## src/rtl/enemy_shot_selector.sv

```systemverilog
// Picks the next alien shooter: a timer paces shot attempts, an LFSR picks a start column, and a
// column-per-cycle scan finds the bottom-most live alien, wrapping around the columns.
module enemy_shot_selector #(
  parameter int          LINHAS      = 4,
  parameter int          COLUNAS     = 10,
  parameter int          FIRE_PERIOD = 12_500_000,
  parameter logic [15:0] LFSR_SEED   = 16'hACE1
) (
  input  logic                      clk,
  input  logic                      reset,
  input  logic                      enable,
  input  logic [LINHAS*COLUNAS-1:0] vivo_inimigo,
  input  logic                      shot_busy,
  output logic                      fire,
  output logic [9:0]                ID_enemy_tiro_X,
  output logic [9:0]                ID_enemy_tiro_Y,
  output logic                      no_target
);

  localparam int TW = $clog2(FIRE_PERIOD);
  localparam int CW = (COLUNAS > 1) ? $clog2(COLUNAS) : 1;
  localparam int RW = (LINHAS > 1) ? $clog2(LINHAS) : 1;
  localparam logic [TW-1:0] TMAX     = TW'(FIRE_PERIOD - 1);
  localparam logic [CW-1:0] LAST_COL = CW'(COLUNAS - 1);

  typedef enum logic [1:0] {S_WAIT, S_PICK, S_SCAN, S_FIRE} state_t;

  state_t        state, state_next;
  logic [TW-1:0] timer, timer_next;
  logic [15:0]   lfsr, lfsr_next;
  logic [CW-1:0] cur_col, cur_col_next;
  logic [CW-1:0] scan_cnt, scan_cnt_next;
  logic          fire_next, no_target_next;
  logic [9:0]    id_x_next, id_y_next;
  logic [CW-1:0] start_col;
  logic          hit;
  logic [RW-1:0] hit_row;

  assign lfsr_next = {1'b0, lfsr[15:1]} ^ (lfsr[0] ? 16'hB400 : 16'h0000);
  assign start_col = CW'(lfsr % 16'(COLUNAS));

  // Later (lower) rows overwrite earlier ones, so the bottom-most live alien wins.
  always_comb begin
    hit     = 1'b0;
    hit_row = '0;
    for (int r = 0; r < LINHAS; r++) begin
      if (vivo_inimigo[r*COLUNAS + int'(cur_col)]) begin
        hit     = 1'b1;
        hit_row = r[RW-1:0];
      end
    end
  end

  always_comb begin
    state_next     = state;
    timer_next     = timer;
    cur_col_next   = cur_col;
    scan_cnt_next  = scan_cnt;
    fire_next      = 1'b0;
    no_target_next = 1'b0;
    id_x_next      = ID_enemy_tiro_X;
    id_y_next      = ID_enemy_tiro_Y;
    case (state)
      S_WAIT: begin
        if (!enable) begin
          timer_next = '0;
        end else if (timer == TMAX && !shot_busy) begin
          state_next = S_PICK;
        end else if (timer != TMAX) begin
          timer_next = timer + 1'b1;
        end
      end
      S_PICK: begin
        timer_next = '0;
        if (!enable) begin
          state_next = S_WAIT;
        end else begin
          cur_col_next  = start_col;
          scan_cnt_next = '0;
          state_next    = S_SCAN;
        end
      end
      S_SCAN: begin
        timer_next = '0;
        if (!enable) begin
          state_next = S_WAIT;
        end else if (hit) begin
          id_x_next  = 10'(int'(hit_row) * COLUNAS + int'(cur_col));
          id_y_next  = 10'(hit_row);
          fire_next  = 1'b1;
          state_next = S_FIRE;
        end else if (scan_cnt == LAST_COL) begin
          no_target_next = 1'b1;
          state_next     = S_WAIT;
        end else begin
          cur_col_next  = (cur_col == LAST_COL) ? '0 : cur_col + 1'b1;
          scan_cnt_next = scan_cnt + 1'b1;
        end
      end
      S_FIRE: begin
        timer_next = '0;
        state_next = S_WAIT;
      end
      default: begin
        timer_next = '0;
        state_next = S_WAIT;
      end
    endcase
  end

  // fire and no_target are registered so each is high for exactly the cycle after its decision.
  always_ff @(posedge clk) begin
    if (!reset) begin
      state           <= S_WAIT;
      timer           <= '0;
      lfsr            <= LFSR_SEED;
      cur_col         <= '0;
      scan_cnt        <= '0;
      fire            <= 1'b0;
      no_target       <= 1'b0;
      ID_enemy_tiro_X <= '0;
      ID_enemy_tiro_Y <= '0;
    end else begin
      state           <= state_next;
      timer           <= timer_next;
      lfsr            <= lfsr_next;
      cur_col         <= cur_col_next;
      scan_cnt        <= scan_cnt_next;
      fire            <= fire_next;
      no_target       <= no_target_next;
      ID_enemy_tiro_X <= id_x_next;
      ID_enemy_tiro_Y <= id_y_next;
    end
  end

endmodule
```

## config.mk

```make
export PLATFORM = sky130hd
export DESIGN_NAME = enemy_shot_selector
export DESIGN_NICKNAME = d
export VERILOG_FILES = /design/src/rtl/enemy_shot_selector.sv
export SDC_FILE = /design/constraint.sdc
export NUM_CORES = 1
export LEC_CHECK = 0
export CAP_MARGIN = 20
export CORE_MARGIN = 2
export CORE_UTILIZATION = 45
export CTS_CLUSTER_SIZE = 8
export DETAILED_ROUTE_END_ITERATION = 12
export PLACE_DENSITY = 0.75
export SLEW_MARGIN = 10
export SYNTH_ARGS = -nofsm -noshare
export SYNTH_HDL_FRONTEND = slang
export SYNTH_SLANG_ARGS = --single-unit
```

## constraint.sdc

```tcl
create_clock -name clk -period 6.5 [get_ports clk]
set_clock_uncertainty 0.1 [all_clocks]
set_input_delay 0.65 -clock clk [delete_from_list [all_inputs] [get_ports clk]]
set_output_delay 0.65 -clock clk [all_outputs]
set_load 0.01 [all_outputs]
```

==> run metrics <==
status finished, violations left; failing checks DRC; full die area 12,800 sq um; Total Wirelength 13,100 um; Placed Cells 809; Seq/Total Area, Yosys 22.5%; via count 5,189; Synth top cells by count 76 x nor2_1, 60 x dfxtp_1, 57 x nand2_1, 35 x a21oi_1, 32 x clkbuf_1; Syn Inst Count 657; first-pass GRT wire length 22,100 um; Power Internal 942 uW; Post-synth EDFFs 0; Peak VDD IR 162 uV; clk_lat worst skew 0.32 ns; nets 737; IO Port Bufs 53; worst-path maximum fanout 19; async set or reset register ratio after synthesis 0%; max cap viols 0; Worst R2R Start lfsr[10]$_SDFF_PN1_; clock root buffer master clkbuf_16; most common cell in the netlist nor2_1; DRC viols 1; Final Power 1480 uW; worst setup path endpoint cur_col[2]$_SDFFE_PN0P_; dpl cell area 5830 sq um; GRT Overall Usage 20.3%; Tcrit/Tclk final 84.2%; YS warnings 0; Slew Viols, Final 0; switch share 36.4%; pre-CTS setup slack 1.16 ns; synth top area cells dfxtp_1 22%, mux4_2 11%, nor2_1 5.3%; Pre-antenna DRT Iters 9; DP Wirelength 9660 um; post-synth top area cell dfxtp_1; min setup slack post-route 1.03 ns; antenna cells 0; Post-Synth Simple-Gate Area 23.6%; power per cell area 241 nW/um^2; number of cells in the finished layout apart from fillers 826; Sequential Power Share 27.2%; placer congestion estimate 0.980; Sum Neg Setup Slack 0 ns; Rows 39; flop2flop setup slack 1.03 ns; Critical Path AT 5.56 ns; Final Hold Fails 0; RSZ-0062 raised after global routing no; post-synthesis compound-gate area fraction 24.4%; Syn Std Cell Area 5350 sq um; reg2reg end cur_col[2]$_SDFFE_PN0P_; # fillers 1,030; layout cells sized above 1 10.1%; worst setup path class flip-flop to flip-flop; relative slew slack 46.1%; Clock Sinks 60; Remaining Overflow, GRT 0; Layout area overhead 15.0%; TritonCTS buffer count 9; clock transition at the registers of the reported paths 0.05 ns; routed vias/inst 6.28; post-route cell area 6150 sq um; clock power share 33.5%; number of synthesized register bits 60; H-tree levels 3; final setup vio count 0; Core ar. 11,500 sq um; main combinational cell family by area after synthesis compound AO/OA/AOI/OAI gates; Starting Density 46.4%; Gate power share 39.3%; Hold Buf Count CTS 0; WL per Instance 15.9 um; Startpoint Class flip-flop; post-CTS setup buffers 0; post_cts resized 0; Syn Area/Cell 8.14 sq um; XOR/XNOR share of the synthesized area 5.55%; sw power 540 uW; TritonCTS clock tree done; vias in the first global route 4,832; r2r worst-path depth 17; min cycle time layout 5.47 ns; worst slew pin tran 0.807 ns; 1st-iter DRT viols 413; ys flop type dfxtp_1; crit path launch lfsr[10]$_SDFF_PN1_; CTS max path bufs 2; Max Fclk 0.183 GHz; Worst Hold Class flip-flop to flip-flop; Leakage 0.00220 uW; IO Pins 66; Data required, critical path 6.59 ns; hold depth 1; Vert. Die Dim 113 um; Cell variety after synth 89; post-route ant nets 0; post-synthesis adder-cell area fraction 3.65%; largest net degree at the start of global routing 28; DIE WIDTH 113 um; post-synthesis mux area share 13.2%; initial antenna violation count 0; Crit. End Element flip-flop; area fraction of the dominant cell type after synthesis 22.5%
worst max-delay path, cell delays in order (launching register included):
cell       delay (ns)
dfxtp_1          0.51
or3b_1           0.47
a32oi_2          0.19
and2_1           0.36
a21oi_1          0.14
o31ai_1          0.40
a32o_1           0.48
o211ai_1         0.20
o22a_1           0.21
o32ai_1          0.24
a211o_1          0.26
and2_1           0.25
o221ai_2         0.15
a2111oi_4        0.64
nor2_1           0.15
a221o_1          0.32
a21oi_1          0.16
o41ai_2          0.10
sequential cells by signal, summed over array words and instances, names as in the netlist:
register and count:
no_target 1, ID_enemy_tiro_Y 2, timer 24, lfsr 16, state 2, fire 1, cur_col 4, ID_enemy_tiro_X 6
scan_cnt 4
final cells by class:
type / instances / area, sq um / share of cell area [%]
clock buffers: 13 / 280 / 4.56
multi-input cells: 528 / 3810 / 62.0
clock inverters: 3 / 42.5 / 0.691
well taps: 143 / 179 / 2.91
inverters: 23 / 86.3 / 1.40
repair buffers: 56 / 549 / 8.93
flip-flops and latches: 60 / 1200 / 19.5
through the flow:
step | utilization [%] | hold WS (ns)
finish | 53.4 | 0.392
global route | 53.4 | 0.411
global placement | 50.6 | 0.364
CTS | 53.4 | 0.394
detailed placement | 50.6 | 0.387
floorplan | - | 0.345
logic make-up (layout without fill, tap and decap cells):
family	after synthesis	count (layout)
AOI/OAI and AO/OA	173	173
xor gates and xnor gates	33	33
adders and majority gates	15	15
buffers and inverters	80	95
DFF	60	60
muxes	38	38
other	1	12
and+or+nand+nor	257	257
per-layer routing:
metal	GRT usage (%)	vias up	routed length, um
met5	0	-	0
met4	6.34	0	192
met2	34.8	236	6390
met3	3.91	24	843
li1	-	2474	-
met1	26.0	2455	5710
cells in the final DEF, fill, tap and decap left out, types with 18 or more instances in the layout:
master           instances
mux4_2                  26
nor2_1                  76
nand2_1                 57
nor3_1                  24
clkdlybuf4s50_1         53
dfxtp_1                 60
o21ai_0                 26
xor2_1                  18
inv_1                   20
nand3_1                 22
a21oi_1                 35
power by group through the flow:
stage,Sequential [uW],Combinational (uW),Clock (uW)
finish,404,583,496
CTS,403,568,505
detailed placement,410,565,0
global route,406,634,522
global placement,409,556,0
floorplan,387,481,0
how the worst min path moves through the flow:
stage                                       to  slack [ns]                       startpoint
2_1_floorplan            state[0]$_SDFFE_PN0P_        0.34            state[0]$_SDFFE_PN0P_
3_5_place_dp   ID_enemy_tiro_Y[1]$_SDFFE_PN0P_        0.39  ID_enemy_tiro_Y[1]$_SDFFE_PN0P_
6_report                 state[0]$_SDFFE_PN0P_        0.39            state[0]$_SDFFE_PN0P_
4_1_cts                  state[0]$_SDFFE_PN0P_        0.39            state[0]$_SDFFE_PN0P_
3_3_place_gp             state[0]$_SDFFE_PN0P_        0.36            state[0]$_SDFFE_PN0P_
5_1_grt        ID_enemy_tiro_Y[1]$_SDFFE_PN0P_        0.41  ID_enemy_tiro_Y[1]$_SDFFE_PN0P_
No activity file was read; power rests on OpenSTA's default activity.
